--- config.mk ---
export PLATFORM = sky130hd
export DESIGN_NAME = hazard_ctrl
export DESIGN_NICKNAME = d
export VERILOG_FILES = /design/src/rtl/hazard_ctrl.sv
export SDC_FILE = /design/constraint.sdc
export NUM_CORES = 1
export LEC_CHECK = 0
export CORE_ASPECT_RATIO = 0.6
export CORE_MARGIN = 2
export CORE_UTILIZATION = 30
export CTS_CLUSTER_DIAMETER = 150
export DETAILED_ROUTE_END_ITERATION = 10
export PLACE_DENSITY = 0.81
export SETUP_SLACK_MARGIN = 0.2
export SLEW_MARGIN = 20
export SYNTH_ARGS = -nofsm -noshare
export SYNTH_HDL_FRONTEND = slang
export SYNTH_SLANG_ARGS = --single-unit
--- constraint.sdc ---
create_clock -name clk -period 3.45 [get_ports clk]
set_clock_uncertainty 0.15 [all_clocks]
set_input_delay 0.69 -clock clk [delete_from_list [all_inputs] [get_ports clk]]
set_output_delay 0.69 -clock clk [all_outputs]
set_load 0.01 [all_outputs]
--- src/rtl/hazard_ctrl.sv ---
// hazard_ctrl: RV32I 5-stage pipeline sequencer for load-use, redirect flush and memory-wait freeze.
// Define HAZARD_PERF_CNT_EN to build the stall/flush performance counters; otherwise they read 0.
module hazard_ctrl #(
  parameter int unsigned IMEM_LAT = 1,
  parameter int unsigned CNT_W    = 32
) (
  input  logic             clk,
  input  logic             rst_n,
  input  logic [4:0]       id_rs,
  input  logic [4:0]       id_rs2,
  input  logic             id_use_rs,
  input  logic             id_use_rs2,
  input  logic [4:0]       ex_rd,
  input  logic             ex_mem_read,
  input  logic             branch_taken,
  input  logic             mem_busy,
  output logic             pc_en,
  output logic             pc_redirect,
  output logic             if_id_en,
  output logic             if_id_flush,
  output logic             id_ex_en,
  output logic             id_ex_flush,
  output logic             ex_mem_en,
  output logic [CNT_W-1:0] stall_cnt,
  output logic [CNT_W-1:0] flush_cnt
);
  localparam logic [0:0] RUN   = 1'b0;
  localparam logic [0:0] FLUSH = 1'b1;
  logic [0:0] state_q, state_d;
  logic [3:0] fl_left_q, fl_left_d;
  logic       lu_hit, redir, stall, in_fl;
  always_comb begin
    lu_hit = ex_mem_read && (ex_rd != 5'd0) &&
             ((id_use_rs && id_rs == ex_rd) || (id_use_rs2 && id_rs2 == ex_rd));
    redir = (state_q == RUN) && !mem_busy && branch_taken;
    stall = (state_q == RUN) && !mem_busy && !branch_taken && lu_hit;
    in_fl = (state_q == FLUSH) && !mem_busy;
    pc_en       = rst_n && !mem_busy && !stall;
    pc_redirect = rst_n && redir;
    if_id_en    = rst_n && !mem_busy && !stall;
    if_id_flush = !rst_n || redir || in_fl;
    id_ex_en    = rst_n && !mem_busy;
    id_ex_flush = !rst_n || redir || stall;
    ex_mem_en   = rst_n && !mem_busy;
    state_d   = redir ? (IMEM_LAT > 0 ? FLUSH : RUN) :
                in_fl ? (fl_left_q == 4'd1 ? RUN : FLUSH) : state_q;
    fl_left_d = redir ? 4'(IMEM_LAT) : in_fl ? fl_left_q - 4'd1 : fl_left_q;
  end
  always_ff @(posedge clk) begin
    if (!rst_n) begin
      state_q   <= RUN;
      fl_left_q <= 4'd0;
    end else begin
      state_q   <= state_d;
      fl_left_q <= fl_left_d;
    end
  end
`ifdef HAZARD_PERF_CNT_EN
  logic [CNT_W-1:0] stall_cnt_q, flush_cnt_q;
  always_ff @(posedge clk) begin
    if (!rst_n) begin
      stall_cnt_q <= '0;
      flush_cnt_q <= '0;
    end else begin
      if (stall) stall_cnt_q <= stall_cnt_q + CNT_W'(1);
      if (redir || in_fl) flush_cnt_q <= flush_cnt_q + CNT_W'(1);
    end
  end
  assign stall_cnt = stall_cnt_q;
  assign flush_cnt = flush_cnt_q;
`else
  assign stall_cnt = '0;
  assign flush_cnt = '0;
`endif
endmodule

==> qor.txt, run 1 <==
Fmax: 327.7 MHz
First-pass GRT wire length: 2297 µm
Clock Sinks: 5
Vias post-DR: 650
Total Power: 284.4 µW
Die width: 76.59 µm
Top post-synthesis cells by area: buf_4 (52%), dfxtp_1 (11%), xnor2_1 (9.2%)
Crit Path Category: primary input to output port
Reg2reg setup slack: 2.15 ns
Overall track demand over capacity in global routing: 8.447%
Combinational share of power: 39.0%
GRT overflow: 0
# Post-CTS Setup Buffers: 0
Final Hold Viols: 0
RR Startpoint: fl_left_q[1]$_SDFFE_PP0P_
Routed vias/inst: 3.299
Mapped Area: 948.4 µm²
Clk Latency, worst-skew pair: 0.22 ns
Outcome: finished, final reports clean
Worst r2r path cells: 5
Sequential share of the synthesized area: 10.55%
Share of layout cells above drive strength 1: 5.161%
Dpl hpwl: 1465 µm
Power Internal: 188.8 µW
Kind of end point of the critical path: output port
1st-iter DRT viols: 16
CTS Hold Bufs: 0
Worst EP arrival: 2.21 ns
Worst r2r dst: state_q$_SDFFE_PN0P_
Clock Tree Root: clkbuf_8
Cells after Synth: 126
Switch Pwr: 95.59 µW
PortBufs: 28
Yosys warnings: 0
Pwr dens: 262.1 nW/µm²
P_leak: 0.5397 nW
Die Y: 47.55 µm
Unrepaired setup endpoints after global routing: false
CP max FO: 3
Antenna violation net count after detailed routing: 0
Synth top area share: 52.24%
Fin. max-slew vios: 0
FF+latch count, synth: 5
CTS H-tree lvls: 1
Most frequent cells after synthesis: buf_4 (66), xnor2_1 (10), nand2_1 (8)
Ys async rst share: 0%
Post-synth EDFFs: 0
Mean Syn Cell Area: 7.527 µm²
Maximum vdd drop: 109.1 µV
CP Data Required Time: 2.61 ns
RePlAce Congestion: 0.8572
Initial antenna violation count: 0
Antenna Cells: 0
Worst hold margin: 0.3702 ns
Max clock buf depth: 2
DRC: 0
Cts bufs inserted: 3
Die area: 3642 µm²
Flop pwr share: 23.0%
DRT Pass-1 Iters: 4
Final #Nets: 180
Drt wl/cell: 8.462 µm
Leading area contributor after synthesis: buf_4
Primary FF master, synth: dfxtp_1
Fin Setup TNS: 0 ns
Final setup viols: 0
CTS tree: done
Most numerous cell in the Yosys netlist: buf_4
Initial Util: 32.19%
Largest net degree at the start of global routing: 10
Area Growth Syn to Fin: 14.38%
Number of top-level pins: 93
Routed WL: 1667 µm
Max-cap viol count: 0
Clock Pin Slew Worst Setup and Hold Paths: 0.03 ns
Row cnt: 15
Post-synth cell types: 27
Hold path endpoint: fl_left_q[2]$_SDFFE_PP0P_
Clock power frac: 38.0%
Hold Path Depth: 2
Startpoint types: primary input
Hold_sp: state_q$_SDFFE_PN0P_
Hold WC Path Type: flip-flop to flip-flop
Vias in the first global route: 500
Tcrit/Tclk final: 88.46%
Crit path time final: 3.052 ns
Core area: 2947 µm²
Switching share of power: 33.62%
## metal layers
| layer | part of all wire (%) | up-vias | global-route usage (%) |
|---|---|---|---|
| met3 | 7.1 | 2 | 3.962 |
| met1 | 41 | 286 | 9.172 |
| met4 | 0.78 | 0 | 2.909 |
| met2 | 51 | 33 | 15.40 |
| met5 | 0 | - | 0 |
| li1 | - | 329 | - |
## cell families after synthesis
kind of cell / count (synthesis) / share of synthesized area (%)
AO/OA/AOI/OAI: 10 / 7.126
multiplexers: 1 / 1.055
adder cells (fa/ha/maj): 2 / 2.638
AND/OR/NAND/NOR: 25 / 14.25
other: 1 / 0.3954
flip-flops: 5 / 10.55
XOR/XNOR: 10 / 9.234
buffers and inverters: 72 / 54.75
## layout make-up
| type | count | area (µm²) |
|---|---|---|
| clock buffer | 4 | 45.04 |
| fill | 319 | 1862 |
| multi-input combinational | 112 | 576.8 |
| inverter | 5 | 18.77 |
| timing repair buffer | 29 | 291.5 |
| sequential | 5 | 100.1 |
| tap | 42 | 52.55 |
## registers in the layout, summed over array words and instances, names as in the netlist
| name | cells |
|---|---|
| fl_left_q | 4 |
| state_q | 1 |
## what timing repair did
item,CTS,global route
setup endpoints to repair,1,2
pin swaps,1,0
resized for setup,2,3
## layout by cell type, fill, tap and decap left out, types with 2 or more instances in the layout
| master | n |
|---|---|
| conb_1 | 64 |
| clkdlybuf4s50_1 | 25 |
| xnor2_1 | 10 |
| nand2_1 | 8 |
| nor2_1 | 6 |
| inv_1 | 5 |
| dfxtp_1 | 5 |
| clkbuf_8 | 3 |
| nand4_1 | 2 |
| nor3_2 | 2 |
| o21ai_0 | 2 |
| a21oi_1 | 2 |
| ha_1 | 2 |
| dlymetal6s2s_1 | 2 |
## power by group through the flow
stage	registers, mW	clock network (mW)	logic, mW
after global placement	0.0660	0	0.109
after CTS	0.0652	0.113	0.109
after detailed placement	0.0661	0	0.108
after global routing	0.0657	0.118	0.122
final	0.0653	0.108	0.111
after floorplan	0.0652	0	0.121
## critical path, cell delays in order
cell and delay [ns]:
clkdlybuf4s50_1 0.55, xnor2_1 0.17, nand4_1 0.14, o22ai_2 0.20, a311o_1 0.18, dlygate4sd2_1 0.27
## worst max path at each step
stage                        start           to  slack, ns  cells past startpoint
after floorplan           mem_busy        pc_en       1.14                      4
after global placement    ex_rd[2]  id_ex_flush       0.20                      6
after detailed placement  ex_rd[2]  id_ex_flush       0.17                      6
after CTS                 ex_rd[2]     if_id_en       0.28                      6
after global routing      mem_busy  if_id_flush       0.33                      4
final                     ex_rd[2]  id_ex_flush       0.40                      6
## metrics by stage
stage | instance area [µm²] | cells | worst slack (ns) | util, %
after floorplan | 1185 | 189 | 1.141 | -
after global placement | 1025 | 193 | 0.1973 | 34.78
after detailed placement | 1025 | 193 | 0.1665 | 34.78
after CTS | 1075 | 197 | 0.2796 | 36.48
after global routing | 1085 | 197 | 0.3316 | 36.82
final | 1085 | 197 | 0.3980 | 36.82
Power figures use the tool's default switching activity.
==> inputs of run 2 (changes only) <==
--- a/config.mk
+++ b/config.mk
@@ -7,10 +7,10 @@
 export LEC_CHECK = 0
 export CORE_ASPECT_RATIO = 0.6
 export CORE_MARGIN = 2
-export CORE_UTILIZATION = 30
+export CORE_UTILIZATION = 32
 export CTS_CLUSTER_DIAMETER = 150
 export DETAILED_ROUTE_END_ITERATION = 10
-export PLACE_DENSITY = 0.81
+export PLACE_DENSITY = 0.86
 export SETUP_SLACK_MARGIN = 0.2
 export SLEW_MARGIN = 20
 export SYNTH_ARGS = -nofsm -noshare
==> run 2 against run 1 <==
  * Utilization increased by 1.1 points
  * Largest cell class unchanged
  * Sequential share of layout area about the same
  * Sequential power about the same
  * Hold slack got worse by 0.0019 ns
  * Via count increased by 1.8%
  * Sequential cell count unchanged
  * Critical endpoint is now pc_en
  * Routed wire length decreased by 0.60%
  * Non-clock buffer count unchanged
==> qor.txt, run 2 (synthesis results as in run 1) <==
Outcome: finished, final reports clean (unchanged)
Area occupied by registers: 100.1 µm² (unchanged)
PortBufs: 28 (unchanged)
Total Power: 282.7 µW (was 284.4 µW)
Hold_sp: state_q$_SDFFE_PN0P_ (unchanged)
Crit path time final: 3.111 ns (was 3.052 ns)
P_leak: 0.5383 nW (was 0.5397 nW)
Commonest cells after routing, fill and taps aside: conb_1 (64), clkdlybuf4s50_1 (23), xnor2_1 (10), nand2_1 (8), nor2_1 (6) (was conb_1 (64), clkdlybuf4s50_1 (25), xnor2_1 (10), nand2_1 (8), nor2_1 (6))
Final Hold Viols: 0 (unchanged)
Critical path, cell by cell: clkdlybuf4s50_1 > xnor2_1 > nand4_1 > o22ai_2 > a31oi_1 > clkdlybuf4s50_1 (was clkdlybuf4s50_1 > xnor2_1 > nand4_1 > o22ai_2 > a311o_1 > dlygate4sd2_1)
Max clock buf depth: 2 (unchanged)
Crit Path Category: primary input to output port (unchanged)
DRC: 0 (unchanged)
Vias in the first global route: 551 (was 500)
Fin. max-slew vios: 0 (unchanged)
CP Data Required Time: 2.61 ns (about the same)
Max-cap viol count: 0 (unchanged)
Tcrit/Tclk final: 90.19% (was 88.46%)
Antenna violation net count after detailed routing: 0 (unchanged)
Startpoint types: primary input (unchanged)
Kind of end point of the critical path: output port (unchanged)
CTS Hold Bufs: 0 (unchanged)
Core area: 2853 µm² (was 2947 µm²)
CTS H-tree lvls: 1 (unchanged)
Multi-input logic area: 571.8 µm² (was 576.8 µm²)
FILL cells: 313 (was 319)
Worst setup path start: ex_rd[2] (unchanged)
Hold WC Path Type: flip-flop to flip-flop (unchanged)
Share of layout cells above drive strength 1: 4.516% (was 5.161%)
1st-iter DRT viols: 45 (was 16)
Overall track demand over capacity in global routing: 9.129% (was 8.447%)
Clock Sinks: 5 (unchanged)
Initial Util: 33.25% (was 32.19%)
Dpl hpwl: 1464 µm (was 1465 µm)
Critical-path top delay cell: clkdlybuf4s50_1 (unchanged)
CTS tree: done (unchanged)
Antenna Cells: 0 (unchanged)
GRT overflow: 0 (unchanged)
Area Growth Syn to Fin: 13.98% (was 14.38%)
Final #Nets: 180 (unchanged)
Die Y: 46.17 µm (was 47.55 µm)
Non-Filler Instances: 197 (unchanged)
RePlAce Congestion: 0.8226 (was 0.8572)
Vias post-DR: 662 (was 650)
Die area: 3430 µm² (was 3642 µm²)
Clk Latency, worst-skew pair: 0.22 ns (about the same)
Fmax: 321.4 MHz (was 327.7 MHz)
Fin Setup TNS: 0 ns (unchanged)
Unrepaired setup endpoints after global routing: false (unchanged)
Cts bufs inserted: 3 (unchanged)
Number of top-level pins: 93 (unchanged)
Largest register FFs: 4 (unchanged)
Clock Pin Slew Worst Setup and Hold Paths: 0.03 ns (about the same)
DRT Pass-1 Iters: 4 (unchanged)
Routed vias/inst: 3.360 (was 3.299)
Commonest non-fill, non-tap cell in the layout: conb_1 (unchanged)
Clock Tree Root: clkbuf_8 (unchanged)
Registers with the most flip-flops: fl_left_q x4, state_q x1 (unchanged)
Largest Register: fl_left_q (unchanged)
Maximum vdd drop: 72.49 µV (was 109.1 µV)
Routed WL: 1657 µm (was 1667 µm)
Drt wl/cell: 8.411 µm (was 8.462 µm)
CP max FO: 3 (unchanged)
Die width: 74.28 µm (was 76.59 µm)
Pwr dens: 261.5 nW/µm² (was 262.1 nW/µm²)
Largest net degree at the start of global routing: 7 (was 10)
Critical path's largest stage delay: 0.53 ns (was 0.55 ns)
Final setup viols: 0 (unchanged)
Worst EP arrival: 2.27 ns (was 2.21 ns)
Row cnt: 15 (unchanged)
First-pass GRT wire length: 2387 µm (was 2297 µm)
Most frequent CP cell: clkdlybuf4s50_1
Initial antenna violation count: 0 (unchanged)
RR Startpoint: fl_left_q[1]$_SDFFE_PP0P_ (unchanged)
DP Cell Count: 193 (unchanged)
## run 2: cell types whose count changed in the layout (fill, tap and decap cells not counted), sizes merged
cell / previous run / this run
dlygate4sd2: 1 / 2
clkdlybuf4s50: 25 / 23
dlymetal6s2s: 2 / 3
## run 2: final timing paths
check / endpoint / slack [ns] / depth (start not counted)
worst min-delay path: fl_left_q[2]$_SDFFE_PP0P_ / 0.37 / 2
worst max register to register: state_q$_SDFFE_PN0P_ / 2.14 / 5
worst min register to register: fl_left_q[2]$_SDFFE_PP0P_ / 0.37 / 2
worst max-delay path: pc_en / 0.34 / 6
## run 2: area by class of cell
| cell class | instances | area share [%] |
|---|---|---|
| timing repair buffer | 29 | 27.08 |
| clock buffer | 4 | 4.167 |
| sequential | 5 | 9.259 |
| inverter | 5 | 1.736 |
| multi-input combinational | 112 | 52.89 |
| tap | 42 | 4.861 |
## run 2: timing repair
| item | 4_1_cts | 5_1_grt |
|---|---|---|
| gates resized for setup | 3 | 3 |
| setup endpoints to repair | 1 | 1 |
| pin swaps | 2 | 1 |
| setup buffers | 0 | 0 |
## run 2: through the flow
| step | utilization [%] | cell area [µm²] | worst slack (ns) | hold slack, ns |
|---|---|---|---|---|
| 6_report | 37.89 | 1081 | 0.3385 | 0.3683 |
| 5_1_grt | 37.89 | 1081 | 0.2606 | 0.4018 |
| 4_1_cts | 37.63 | 1074 | 0.2052 | 0.3664 |
| 3_5_place_dp | 35.92 | 1025 | 0.1645 | 0.3623 |
| 3_3_place_gp | 35.92 | 1025 | 0.1980 | 0.3549 |
| 2_1_floorplan | - | 1185 | 1.141 | 0.3298 |
## run 2: power by group
group | switching [mW] | internal (mW)
Combinational | 0.0630 | 0.0473
Sequential | 0.00361 | 0.0616
Clock | 0.0279 | 0.0792
## run 2: critical path, delay by kind of cell
family	cells	cell delay [ns]
xor+xnor	1	0.13
compound gates	2	0.30
simple gates	1	0.12
buf+inv	2	1.03
## run 2: routing by layer
| metal | track usage, % | wire [µm] | up-vias |
|---|---|---|---|
| met5 | 0 | 0 | - |
| met3 | 2.188 | 120 | 2 |
| met1 | 11.34 | 690 | 296 |
| met4 | 2.857 | 8 | 0 |
| met2 | 15.89 | 837 | 34 |
| li1 | - | - | 330 |
